===== src/rtl/reg_space_arbiter_if.sv =====
// Bus bundle between the two requesters, the arbiter and the register space.
interface reg_space_arbiter_if #(
  parameter int AW = 8,
  parameter int DW = 16
);
  logic          h_req;
  logic          h_cmd;
  logic [AW-1:0] h_addr;
  logic [DW-1:0] h_wdata;
  logic          h_ack;
  logic [DW-1:0] h_rdata;

  logic          s_req;
  logic          s_cmd;
  logic [AW-1:0] s_addr;
  logic [DW-1:0] s_wdata;
  logic          s_ack;
  logic [DW-1:0] s_rdata;
  logic          s_drop;

  logic          mem_en;
  logic          mem_we;
  logic [AW-1:0] mem_addr;
  logic [DW-1:0] mem_wdata;
  logic [DW-1:0] mem_rdata;

  modport slave (
    input  h_req, h_cmd, h_addr, h_wdata,
    output h_ack, h_rdata,
    input  s_req, s_cmd, s_addr, s_wdata,
    output s_ack, s_rdata, s_drop,
    output mem_en, mem_we, mem_addr, mem_wdata,
    input  mem_rdata
  );

  modport master (
    output h_req, h_cmd, h_addr, h_wdata,
    input  h_ack, h_rdata,
    output s_req, s_cmd, s_addr, s_wdata,
    input  s_ack, s_rdata, s_drop,
    input  mem_en, mem_we, mem_addr, mem_wdata,
    output mem_rdata
  );
endinterface


===== src/rtl/reg_space_arbiter.sv =====
// Arbiter sharing one single-port register space between host and serial ports.
//
// state  | meaning
// -------+-----------------------------------------------------------
// IDLE   | sample requests, pick grant, latch command/address/data
// ISSUE  | drive one memory strobe from the latched access
// RDWAIT | memory read data valid, capture into granted port(s)
// DONE   | one-cycle ack to the granted port(s)
module reg_space_arbiter #(
  parameter int AW           = 8,
  parameter int DW           = 16,
  parameter int STARVE_LIMIT = 4
) (
  input  logic                clk,
  input  logic                reset,
  reg_space_arbiter_if.slave  bus
);

  localparam int CW = $clog2(STARVE_LIMIT + 1);

  typedef enum logic [1:0] {IDLE, ISSUE, RDWAIT, DONE} state_t;

  state_t        state_q;
  logic [CW-1:0] cnt_q;
  logic          gnt_h_q, gnt_s_q, drop_q;
  logic          h_ack_q, s_ack_q, s_drop_q;
  logic [DW-1:0] h_rdata_q, s_rdata_q;
  logic          mem_en_q, mem_we_q;
  logic [AW-1:0] mem_addr_q;
  logic [DW-1:0] mem_wdata_q;

  logic          gnt_h_d, gnt_s_d, drop_d, cmd_d;
  logic [AW-1:0] addr_d;
  logic [DW-1:0] wdata_d;
  logic [CW-1:0] cnt_d;
  logic          same_addr, coll_wr, coll_rd;

  // Grant decision for the IDLE sampling cycle: collisions first, then starvation, then host priority.
  always_comb begin
    same_addr = (bus.h_addr == bus.s_addr);
    coll_wr   = bus.h_req & bus.s_req & same_addr & bus.h_cmd & bus.s_cmd;
    coll_rd   = bus.h_req & bus.s_req & same_addr & ~bus.h_cmd & ~bus.s_cmd;
    gnt_h_d   = 1'b0;
    gnt_s_d   = 1'b0;
    drop_d    = 1'b0;
    cnt_d     = cnt_q;
    if (coll_wr) begin
      gnt_h_d = 1'b1;
      gnt_s_d = 1'b1;
      drop_d  = 1'b1;
      cnt_d   = '0;
    end else if (coll_rd) begin
      gnt_h_d = 1'b1;
      gnt_s_d = 1'b1;
      cnt_d   = '0;
    end else if (bus.s_req && (cnt_q == CW'(STARVE_LIMIT))) begin
      gnt_s_d = 1'b1;
      cnt_d   = '0;
    end else if (bus.h_req) begin
      gnt_h_d = 1'b1;
      cnt_d   = bus.s_req ? cnt_q + CW'(1) : '0;
    end else if (bus.s_req) begin
      gnt_s_d = 1'b1;
      cnt_d   = '0;
    end else begin
      cnt_d   = '0;
    end
    // On a merged collision the host side supplies the single access.
    cmd_d   = gnt_h_d ? bus.h_cmd   : bus.s_cmd;
    addr_d  = gnt_h_d ? bus.h_addr  : bus.s_addr;
    wdata_d = gnt_h_d ? bus.h_wdata : bus.s_wdata;
  end

  // Access sequencer with registered memory strobes, acks and read data.
  always_ff @(posedge clk) begin
    if (reset) begin
      state_q     <= IDLE;
      cnt_q       <= '0;
      gnt_h_q     <= 1'b0;
      gnt_s_q     <= 1'b0;
      drop_q      <= 1'b0;
      h_ack_q     <= 1'b0;
      s_ack_q     <= 1'b0;
      s_drop_q    <= 1'b0;
      h_rdata_q   <= '0;
      s_rdata_q   <= '0;
      mem_en_q    <= 1'b0;
      mem_we_q    <= 1'b0;
      mem_addr_q  <= '0;
      mem_wdata_q <= '0;
    end else begin
      case (state_q)
        IDLE: begin
          cnt_q <= cnt_d;
          if (gnt_h_d || gnt_s_d) begin
            gnt_h_q     <= gnt_h_d;
            gnt_s_q     <= gnt_s_d;
            drop_q      <= drop_d;
            mem_en_q    <= 1'b1;
            mem_we_q    <= cmd_d;
            mem_addr_q  <= addr_d;
            mem_wdata_q <= wdata_d;
            state_q     <= ISSUE;
          end
        end
        ISSUE: begin
          mem_en_q <= 1'b0;
          if (mem_we_q) begin
            h_ack_q  <= gnt_h_q;
            s_ack_q  <= gnt_s_q;
            s_drop_q <= drop_q;
            state_q  <= DONE;
          end else begin
            state_q  <= RDWAIT;
          end
        end
        RDWAIT: begin
          if (gnt_h_q) h_rdata_q <= bus.mem_rdata;
          if (gnt_s_q) s_rdata_q <= bus.mem_rdata;
          h_ack_q <= gnt_h_q;
          s_ack_q <= gnt_s_q;
          state_q <= DONE;
        end
        DONE: begin
          h_ack_q  <= 1'b0;
          s_ack_q  <= 1'b0;
          s_drop_q <= 1'b0;
          state_q  <= IDLE;
        end
        default: state_q <= IDLE;
      endcase
    end
  end

  assign bus.h_ack     = h_ack_q;
  assign bus.h_rdata   = h_rdata_q;
  assign bus.s_ack     = s_ack_q;
  assign bus.s_rdata   = s_rdata_q;
  assign bus.s_drop    = s_drop_q;
  assign bus.mem_en    = mem_en_q;
  assign bus.mem_we    = mem_we_q;
  assign bus.mem_addr  = mem_addr_q;
  assign bus.mem_wdata = mem_wdata_q;

endmodule


===== src/flat_wrapper.sv =====
// flat-port wrapper written by rule: the top's interface ports become plain ports
module reg_space_arbiter_flat 
#(
  parameter int AW           = 8,
  parameter int DW           = 16,
  parameter int STARVE_LIMIT = 4
)
  (clk, reset, bus_h_req, bus_h_cmd, bus_h_addr, bus_h_wdata, bus_h_ack, bus_h_rdata, bus_s_req, bus_s_cmd, bus_s_addr, bus_s_wdata, bus_s_ack, bus_s_rdata, bus_s_drop, bus_mem_en, bus_mem_we, bus_mem_addr, bus_mem_wdata, bus_mem_rdata);
  reg_space_arbiter_if #(.AW(AW), .DW(DW)) bus_i ();
  input  logic clk;
  input  logic reset;
  input wire logic [$bits(bus_i.h_req)-1:0] bus_h_req;
  input wire logic [$bits(bus_i.h_cmd)-1:0] bus_h_cmd;
  input wire logic [$bits(bus_i.h_addr)-1:0] bus_h_addr;
  input wire logic [$bits(bus_i.h_wdata)-1:0] bus_h_wdata;
  output wire logic [$bits(bus_i.h_ack)-1:0] bus_h_ack;
  output wire logic [$bits(bus_i.h_rdata)-1:0] bus_h_rdata;
  input wire logic [$bits(bus_i.s_req)-1:0] bus_s_req;
  input wire logic [$bits(bus_i.s_cmd)-1:0] bus_s_cmd;
  input wire logic [$bits(bus_i.s_addr)-1:0] bus_s_addr;
  input wire logic [$bits(bus_i.s_wdata)-1:0] bus_s_wdata;
  output wire logic [$bits(bus_i.s_ack)-1:0] bus_s_ack;
  output wire logic [$bits(bus_i.s_rdata)-1:0] bus_s_rdata;
  output wire logic [$bits(bus_i.s_drop)-1:0] bus_s_drop;
  output wire logic [$bits(bus_i.mem_en)-1:0] bus_mem_en;
  output wire logic [$bits(bus_i.mem_we)-1:0] bus_mem_we;
  output wire logic [$bits(bus_i.mem_addr)-1:0] bus_mem_addr;
  output wire logic [$bits(bus_i.mem_wdata)-1:0] bus_mem_wdata;
  input wire logic [$bits(bus_i.mem_rdata)-1:0] bus_mem_rdata;
  assign bus_i.h_req = bus_h_req;
  assign bus_i.h_cmd = bus_h_cmd;
  assign bus_i.h_addr = bus_h_addr;
  assign bus_i.h_wdata = bus_h_wdata;
  assign bus_h_ack = bus_i.h_ack;
  assign bus_h_rdata = bus_i.h_rdata;
  assign bus_i.s_req = bus_s_req;
  assign bus_i.s_cmd = bus_s_cmd;
  assign bus_i.s_addr = bus_s_addr;
  assign bus_i.s_wdata = bus_s_wdata;
  assign bus_s_ack = bus_i.s_ack;
  assign bus_s_rdata = bus_i.s_rdata;
  assign bus_s_drop = bus_i.s_drop;
  assign bus_mem_en = bus_i.mem_en;
  assign bus_mem_we = bus_i.mem_we;
  assign bus_mem_addr = bus_i.mem_addr;
  assign bus_mem_wdata = bus_i.mem_wdata;
  assign bus_i.mem_rdata = bus_mem_rdata;
  reg_space_arbiter #(.AW(AW), .DW(DW), .STARVE_LIMIT(STARVE_LIMIT)) u_core (.clk(clk), .reset(reset), .bus(bus_i));
endmodule

===== config.mk =====
export PLATFORM = sky130hd
export DESIGN_NAME = reg_space_arbiter_flat
export DESIGN_NICKNAME = d
export VERILOG_FILES = /design/src/rtl/reg_space_arbiter_if.sv /design/src/rtl/reg_space_arbiter.sv /design/src/flat_wrapper.sv
export SDC_FILE = /design/constraint.sdc
export NUM_CORES = 1
export LEC_CHECK = 0
export BUFFER_PORTS_ARGS = -buffer_cell sky130_fd_sc_hd__buf_4
export CAP_MARGIN = 20
export CORE_ASPECT_RATIO = 1.75
export CORE_MARGIN = 3
export CORE_UTILIZATION = 40
export DETAILED_ROUTE_END_ITERATION = 8
export MAX_ROUTING_LAYER = met4
export PLACE_DENSITY_LB_ADDON = 0.12
export SYNTH_ARGS = -nofsm -noshare
export SYNTH_HDL_FRONTEND = slang
export SYNTH_SLANG_ARGS = --single-unit
export TNS_END_PERCENT = 100

===== constraint.sdc =====
create_clock -name clk -period 3.2 [get_ports clk]
set_clock_uncertainty 0.15 [all_clocks]
set_input_delay 0.16 -clock clk [delete_from_list [all_inputs] [get_ports clk]]
set_output_delay 0.16 -clock clk [all_outputs]
set_load 0.05 [all_outputs]

==> summary.txt, run 1 <==
Cells and area
  • Finished Core Util: 62.4%
  • N_diodes: 0
  • # fillers: 701
  • Sequential cell area: 1380 um^2
  • Area delta synth->final: 51.1%
  • Area of the multi-input gates: 1610 um^2
  • Share of cells above drive strength 1: 31.3%
  • Nets@finish: 600

Pwr
  • Max VDD drop: 558 uV
  • Leakage: 0.00198 uW
  • Cell Pwr Density: 802 nW/um^2
  • Total power: 3810 uW

Floorplanning
  • DIE HEIGHT: 123 um
  • Rows: 42
  • Initial Util: 41.3%
  • Die ar.: 9010 um^2
  • Ports: 131
  • Core footprint: 7620 um^2
  • Die Width: 73.1 um

Routing
  • Vias per cell: 5.20
  • DR vias: 3201
  • WL final: 9.13 mm
  • Initial DRC count: 144
  • Post-DRT Antenna Nets: 0
  • TritonRoute pass-1 iters: 4
  • Drt wl/cell: 14.8 um
  • Post-route DRC: 0

STA
  • Max frequency: 0.420 GHz
  • Period utilization: 74.4%
  • Post-layout min period: 2380 ps
  • Slew Viols, Final: 0
  • Worst rel slew slack: 41.1%
  • Final Hold Viols: 0
  • Worst Max-Slew Pin Slew: 880 ps
  • Final setup fails: 0
  • Unrepaired setup endpoints after global routing: false
  • Post-route setup TNS: 0 ps

Global routing
  • Initial antenna violation count: 0
  • GRT overflow: 0
  • Total Routing Usage GR: 21.2%
  • Number of global-route vias before repair: 3182
  • First-pass GRT wire length: 14.5 mm
  • Largest net degree at the start of global routing: 70

Setup path
  • Setup crit start kind: input pin
  • Largest fanout on the critical path: 24
  • WP data required: 3290 ps
  • CP Capture Type: flop
  • Crit path DAT: 2470 ps
  • Worst setup path class: input pin to flop

CTS
  • Clock Path Buffers: 2
  • Worst-Skew Late Latency: 330 ps
  • Post-CTS Setup Repair Bufs: 0
  • Reg clk slew, reported paths: 60 ps
  • H-tree Lvls: 3
  • CTS tree: done
  • Clock Root Buffer: clkbuf_16
  • Total CTS buffers: 9
  • CTS resizes: 0
  • Clk sinks: 69

Place
  • RD Place Congestion: 0.763
  • HPWL after detailed placement: 6.30 mm
  • # port buffers: 130

Synth
  • Number of synthesized flops with an enable pin: 0
  • Synth Register Bits: 69
  • Syn nets: 457
  • Primary FF master, synth: dfxtp_1
  • Async SR Flop Fraction: 0%
  • Mapped Area: 3150 um^2
  • Netlist cell types: 37
  • Seq/Total Area, Yosys: 43.9%
  • Yosys warns: 0
  • Synth Instances: 380
  • Avg Synthesized Cell Area: 8.28 um^2

Flow run
  • Max Cap Viol: 0

Min path
  • HP Class: input pin to flop

Outcome
  • Run status: completed
## state kept, by name (all words and copies together), names as in the netlist
name and count:
u_core.drop_q 1, u_core.bus.s_rdata 16, u_core.cnt_q 3, u_core.bus.s_drop 1
u_core.bus.mem_we 1, u_core.gnt_s_q 1, u_core.bus.s_ack 1, u_core.bus.h_rdata 16
u_core.bus.mem_wdata 16, u_core.bus.mem_en 1, u_core.state_q 2, u_core.bus.h_ack 1
u_core.gnt_h_q 1, u_core.bus.mem_addr 8
## final timing paths
kind | from | cells past startpoint | slack, ps | end
worst min-delay path | bus_s_wdata[7] | 3 | 10 | u_core.bus.mem_wdata[7]
worst min register to register | u_core.bus.s_rdata[9] | 2 | 300 | u_core.bus.s_rdata[9]
worst max-delay path | bus_h_addr[1] | 8 | 820 | u_core.bus.mem_addr[5]
worst max register to register | u_core.state_q[0] | 6 | 960 | u_core.bus.mem_wdata[11]
## stage by stage
step / hold slack, ps / cell area [um^2] / worst slack, ps / cells
floorplan: 146 / 3150 / 1310 / 380
global placement: 269 / 4140 / 1030 / 572
detailed placement: 277 / 4140 / 974 / 572
CTS: 2.58 / 4760 / 810 / 616
global route: 13.8 / 4760 / 633 / 616
finish: 10.1 / 4760 / 818 / 616
## layout by cell type (no fill, tap or decap), drive strengths merged, types with 11 or more instances in the layout
master       netlist  layout
nand2             75      75
buf               14     136
nor4              26      26
clkbuf            18      11
a21oi             44      44
dfxtp             69      69
o21bai            24      24
nor2              30      30
a211oi            25      25
dlygate4sd3        0      28
## repair_timing
item | 4_1_cts | 5_1_grt
setup endpoints to repair | 0 | 0
hold buffers | 28 | 0
hold endpoints to repair | 44 | 0
## cell type report
cell class | count | share of cell area [%]
multi-input cells | 273 | 33.8
flip-flops and latches | 69 | 29.0
repair buffers | 164 | 27.4
clock buffers | 11 | 5.31
well taps | 88 | 2.32
clock inverters | 5 | 1.74
inverters | 6 | 0.474
## cells by family after synthesis
group / synth area share (%)
mux: 0.318
xor+xnor: 2.50
fa+ha+maj: 2.78
compound gates: 22.6
buf+inv: 5.76
flops: 43.9
simple gates: 22.1
## synthesized netlist by cell type (2+ instances only)
cell type | n | area, um^2
nand3_1 | 3 | 15.0
o21bai_1 | 24 | 180
o21ai_0 | 6 | 30.0
xnor2_1 | 5 | 43.8
buf_1 | 2 | 7.51
nand2_1 | 75 | 282
xor2_1 | 4 | 35.0
nor2b_1 | 2 | 12.5
a211oi_2 | 8 | 100
nand2b_1 | 5 | 31.3
buf_2 | 7 | 35.0
nor4_1 | 25 | 156
clkbuf_1 | 18 | 67.6
inv_1 | 6 | 22.5
nand3b_1 | 2 | 15.0
nor2_1 | 30 | 113
dfxtp_1 | 69 | 1380
buf_6 | 3 | 33.8
a211oi_1 | 17 | 128
a21oi_1 | 44 | 220
ha_1 | 7 | 87.6
and2_1 | 2 | 12.5
buf_4 | 2 | 15.0
## worst max-delay path, cell delays in order
cell,delay (ps)
dlygate4sd3_1,530
buf_4,140
xor2_1,150
or4_4,530
nor4_4,270
buf_4,350
nor4_1,90
a211oi_1,240
## power by group
part	switching (uW)	total (uW)	leakage (uW)	internal (uW)
Clock	372	1100	0.000154	724
Combinational	1070	1580	0.00126	518
Sequential	107	1130	0.000564	1030
Total	1540	3810	0.00198	2270
## routing by layer
layer	global-route usage [%]	share of wire, %	wire [um]
met2	37.7	53	4880
met3	3.74	5.2	471
met1	21.6	39	3570
met4	11.2	2.3	209
met5	-	0	0
Note: power is estimated with default switching activity, not from simulation.
==> run 2: changes to the inputs <==
- clock period: 3.2 -> 2.1 ns (I/O delays scaled with it)
==> run 2 against run 1 <==
Compared with the run above:
- register-to-register slack worse by 760 ps
- largest cell class is now buffers
- global-route usage rose by 2.0 points
- cell count grew 7.1%
- largest power group unchanged
- die area unchanged
- combinational power rose by 65%
- worst setup slack worse by 720 ps
- via count rose by 8.9%
- total power increased by 53%
- critical path depth increased by 1
==> summary.txt, run 2 (synthesis results as in run 1) <==
Setup path
  • CP Cell Sequence: dlygate4sd3_1, buf_4, xnor2_1, nand3_1, nor4_4, buf_4, buf_6, nor4_1, a211oi_1
  • Crit-path slowest cell: dlygate4sd3_1
  • Count of buffer and inverter cells on the critical path: 4 (+1)
  • Slowest Stage Delay on Critical Path: 540 ps (about the same)
  • CP delay by family, top: buffers and inverters
  • WP data required: 2200 ps (-1090 ps)
  • Setup crit start kind: input pin
  • Worst setup path class: input pin to flop
  • Cell mode on critical path: buf_4
  • Largest fanout on the critical path: 4 (-83%)
  • Crit path DAT: 2100 ps (-370 ps)
  • CP Capture Type: flop

Routing
  • DR vias: 3487 (+8.9%)
  • Post-DRT Antenna Nets: 0 (unchanged)
  • WL final: 10.3 mm (+13%)
  • Vias per cell: 5.28 (+1.7%)
  • Post-route DRC: 0 (unchanged)
  • Drt wl/cell: 15.6 um (+5.1%)
  • TritonRoute pass-1 iters: 4 (unchanged)
  • Initial DRC count: 131 (-9.0%)

STA
  • Worst rel slew slack: 53.3% (+12 points)
  • Unrepaired setup endpoints after global routing: false
  • Post-layout min period: 2000 ps
  • Worst Max-Slew Pin Slew: 700 ps (-180 ps)
  • Slew Viols, Final: 0 (unchanged)
  • Final Hold Viols: 0 (unchanged)
  • Post-route setup TNS: 0 ps (unchanged)
  • Period utilization: 95.5%
  • Max frequency: 0.499 GHz
  • Final setup fails: 0 (unchanged)

Global routing
  • Initial antenna violation count: 0 (unchanged)
  • Number of global-route vias before repair: 3424 (+7.6%)
  • Largest net degree at the start of global routing: 70 (unchanged)
  • Total Routing Usage GR: 23.2% (+2.0 points)
  • First-pass GRT wire length: 15.7 mm (+8.1%)
  • GRT overflow: 0 (unchanged)

CTS
  • CTS tree: done
  • Reg clk slew, reported paths: 60 ps (about the same)
  • Clk sinks: 69 (unchanged)
  • H-tree Lvls: 3 (unchanged)
  • Worst-Skew Late Latency: 330 ps (about the same)
  • Clock Root Buffer: clkbuf_16
  • Clock Path Buffers: 2 (unchanged)
  • Total CTS buffers: 9 (unchanged)

Cells and area
  • Area delta synth->final: 65.0%
  • Share of cells above drive strength 1: 30.4% (-0.83 points)
  • Area of the multi-input gates: 1610 um^2 (+0.31%)
  • Fin cells: 660 (+7.1%)
  • Nets@finish: 644 (+7.3%)
  • Design Area, Final: 5190 um^2 (+9.2%)
  • N_diodes: 0 (unchanged)
  • Commonest cells after routing, fill and taps aside: buf_4, nand2_1, dfxtp_1
  • Commonest non-fill, non-tap cell in the layout: buf_4
  • Sequential cell area: 1380 um^2 (unchanged)
  • # fillers: 620 (-12%)

Place
  • Placed Area: 4210 um^2 (+1.7%)
  • Dpl cells: 578 (+1.0%)
  • RD Place Congestion: 0.777 (+1.8%)
  • HPWL after detailed placement: 6.53 mm (+3.7%)
  • # port buffers: 130 (unchanged)

Floorplanning
  • Core footprint: 7620 um^2 (unchanged)
  • Rows: 42 (unchanged)
  • Ports: 131 (unchanged)
  • DIE HEIGHT: 123 um (unchanged)
  • Initial Util: 41.3% (unchanged)
  • Die ar.: 9010 um^2 (unchanged)
  • Die Width: 73.1 um (unchanged)

Pwr
  • Total power: 5820 uW (+53%)
  • Leakage: 0.00218 uW (+10%)
  • Max VDD drop: 768 uV (+38%)
  • Cell Pwr Density: 1120 nW/um^2 (+40%)

Min path
  • HP Class: input pin to flop

Flow run
  • Max Cap Viol: 0 (unchanged)

Outcome
  • Run status: completed
## run 2: cell count changes in the layout (fill, tap and decap cells not counted), sizes merged
| cell | previous run | this run |
|---|---|---|
| clkinv | 0 | 2 |
| clkinvlp | 3 | 1 |
| buf | 136 | 144 |
| clkbuf | 11 | 13 |
| dlymetal6s4s | 0 | 2 |
| dlygate4sd3 | 28 | 61 |
| bufinv | 2 | 1 |
## run 2: cell type report
type,count,area share [%]
timing repair buffer,208,34.2
multi-input combinational,273,31.0
sequential,69,26.6
clock buffer,12,4.75
tap,88,2.12
clock inverter,4,0.915
inverter,6,0.434
## run 2: routing by layer
metal | up-vias | routed length [um] | global-route usage [%]
li1 | 1702 | - | -
met1 | 1612 | 3840 | 23.1
met2 | 137 | 5430 | 41.0
met3 | 36 | 573 | 4.31
met4 | 0 | 435 | 13.7
met5 | - | 0 | -
## run 2: repair_timing
item / in CTS / in global routing
hold endpoints to repair: 56 / 0
setup endpoints to repair: 0 / 12
hold buffers: 63 / 0
setup buffers: 0 / 2
gates resized for setup: 0 / 16
## run 2: worst paths after layout
kind / startpoint / end / slack [ps] / cells past startpoint
setup / recovery: bus_h_addr[3] / u_core.bus.mem_wdata[1] / 100 / 9
hold / removal: bus_s_addr[6] / u_core.bus.mem_addr[6] / 40 / 3
setup reg to reg: u_core.state_q[0] / u_core.bus.mem_wdata[14] / 200 / 7
hold reg to reg: u_core.bus.s_rdata[7] / u_core.bus.s_rdata[7] / 300 / 2
## run 2: metrics by stage
step                      util [%]  hold slack, ps  setup slack, ps
after floorplan                  -            91.0              210
after detailed placement      55.3             220              146
after global placement        55.3             214              196
after global routing          68.2            52.8             4.42
final                         68.2            37.2             95.4
after CTS                     67.4            14.3             48.2
## run 2: power breakdown
part / switching (uW) / total [uW] / internal (uW)
sequential: 166 / 1730 / 1570
clock: 543 / 1490 / 947
combinational: 1660 / 2600 / 937
## run 2: worst reg2reg max path: cells and delay by family, from the launching register on
kind            cells  cell delay (ps)
buf+inv             3              500
compound gates      2              360
flops               1              340
fa+ha+maj           1              270
simple gates        1              190
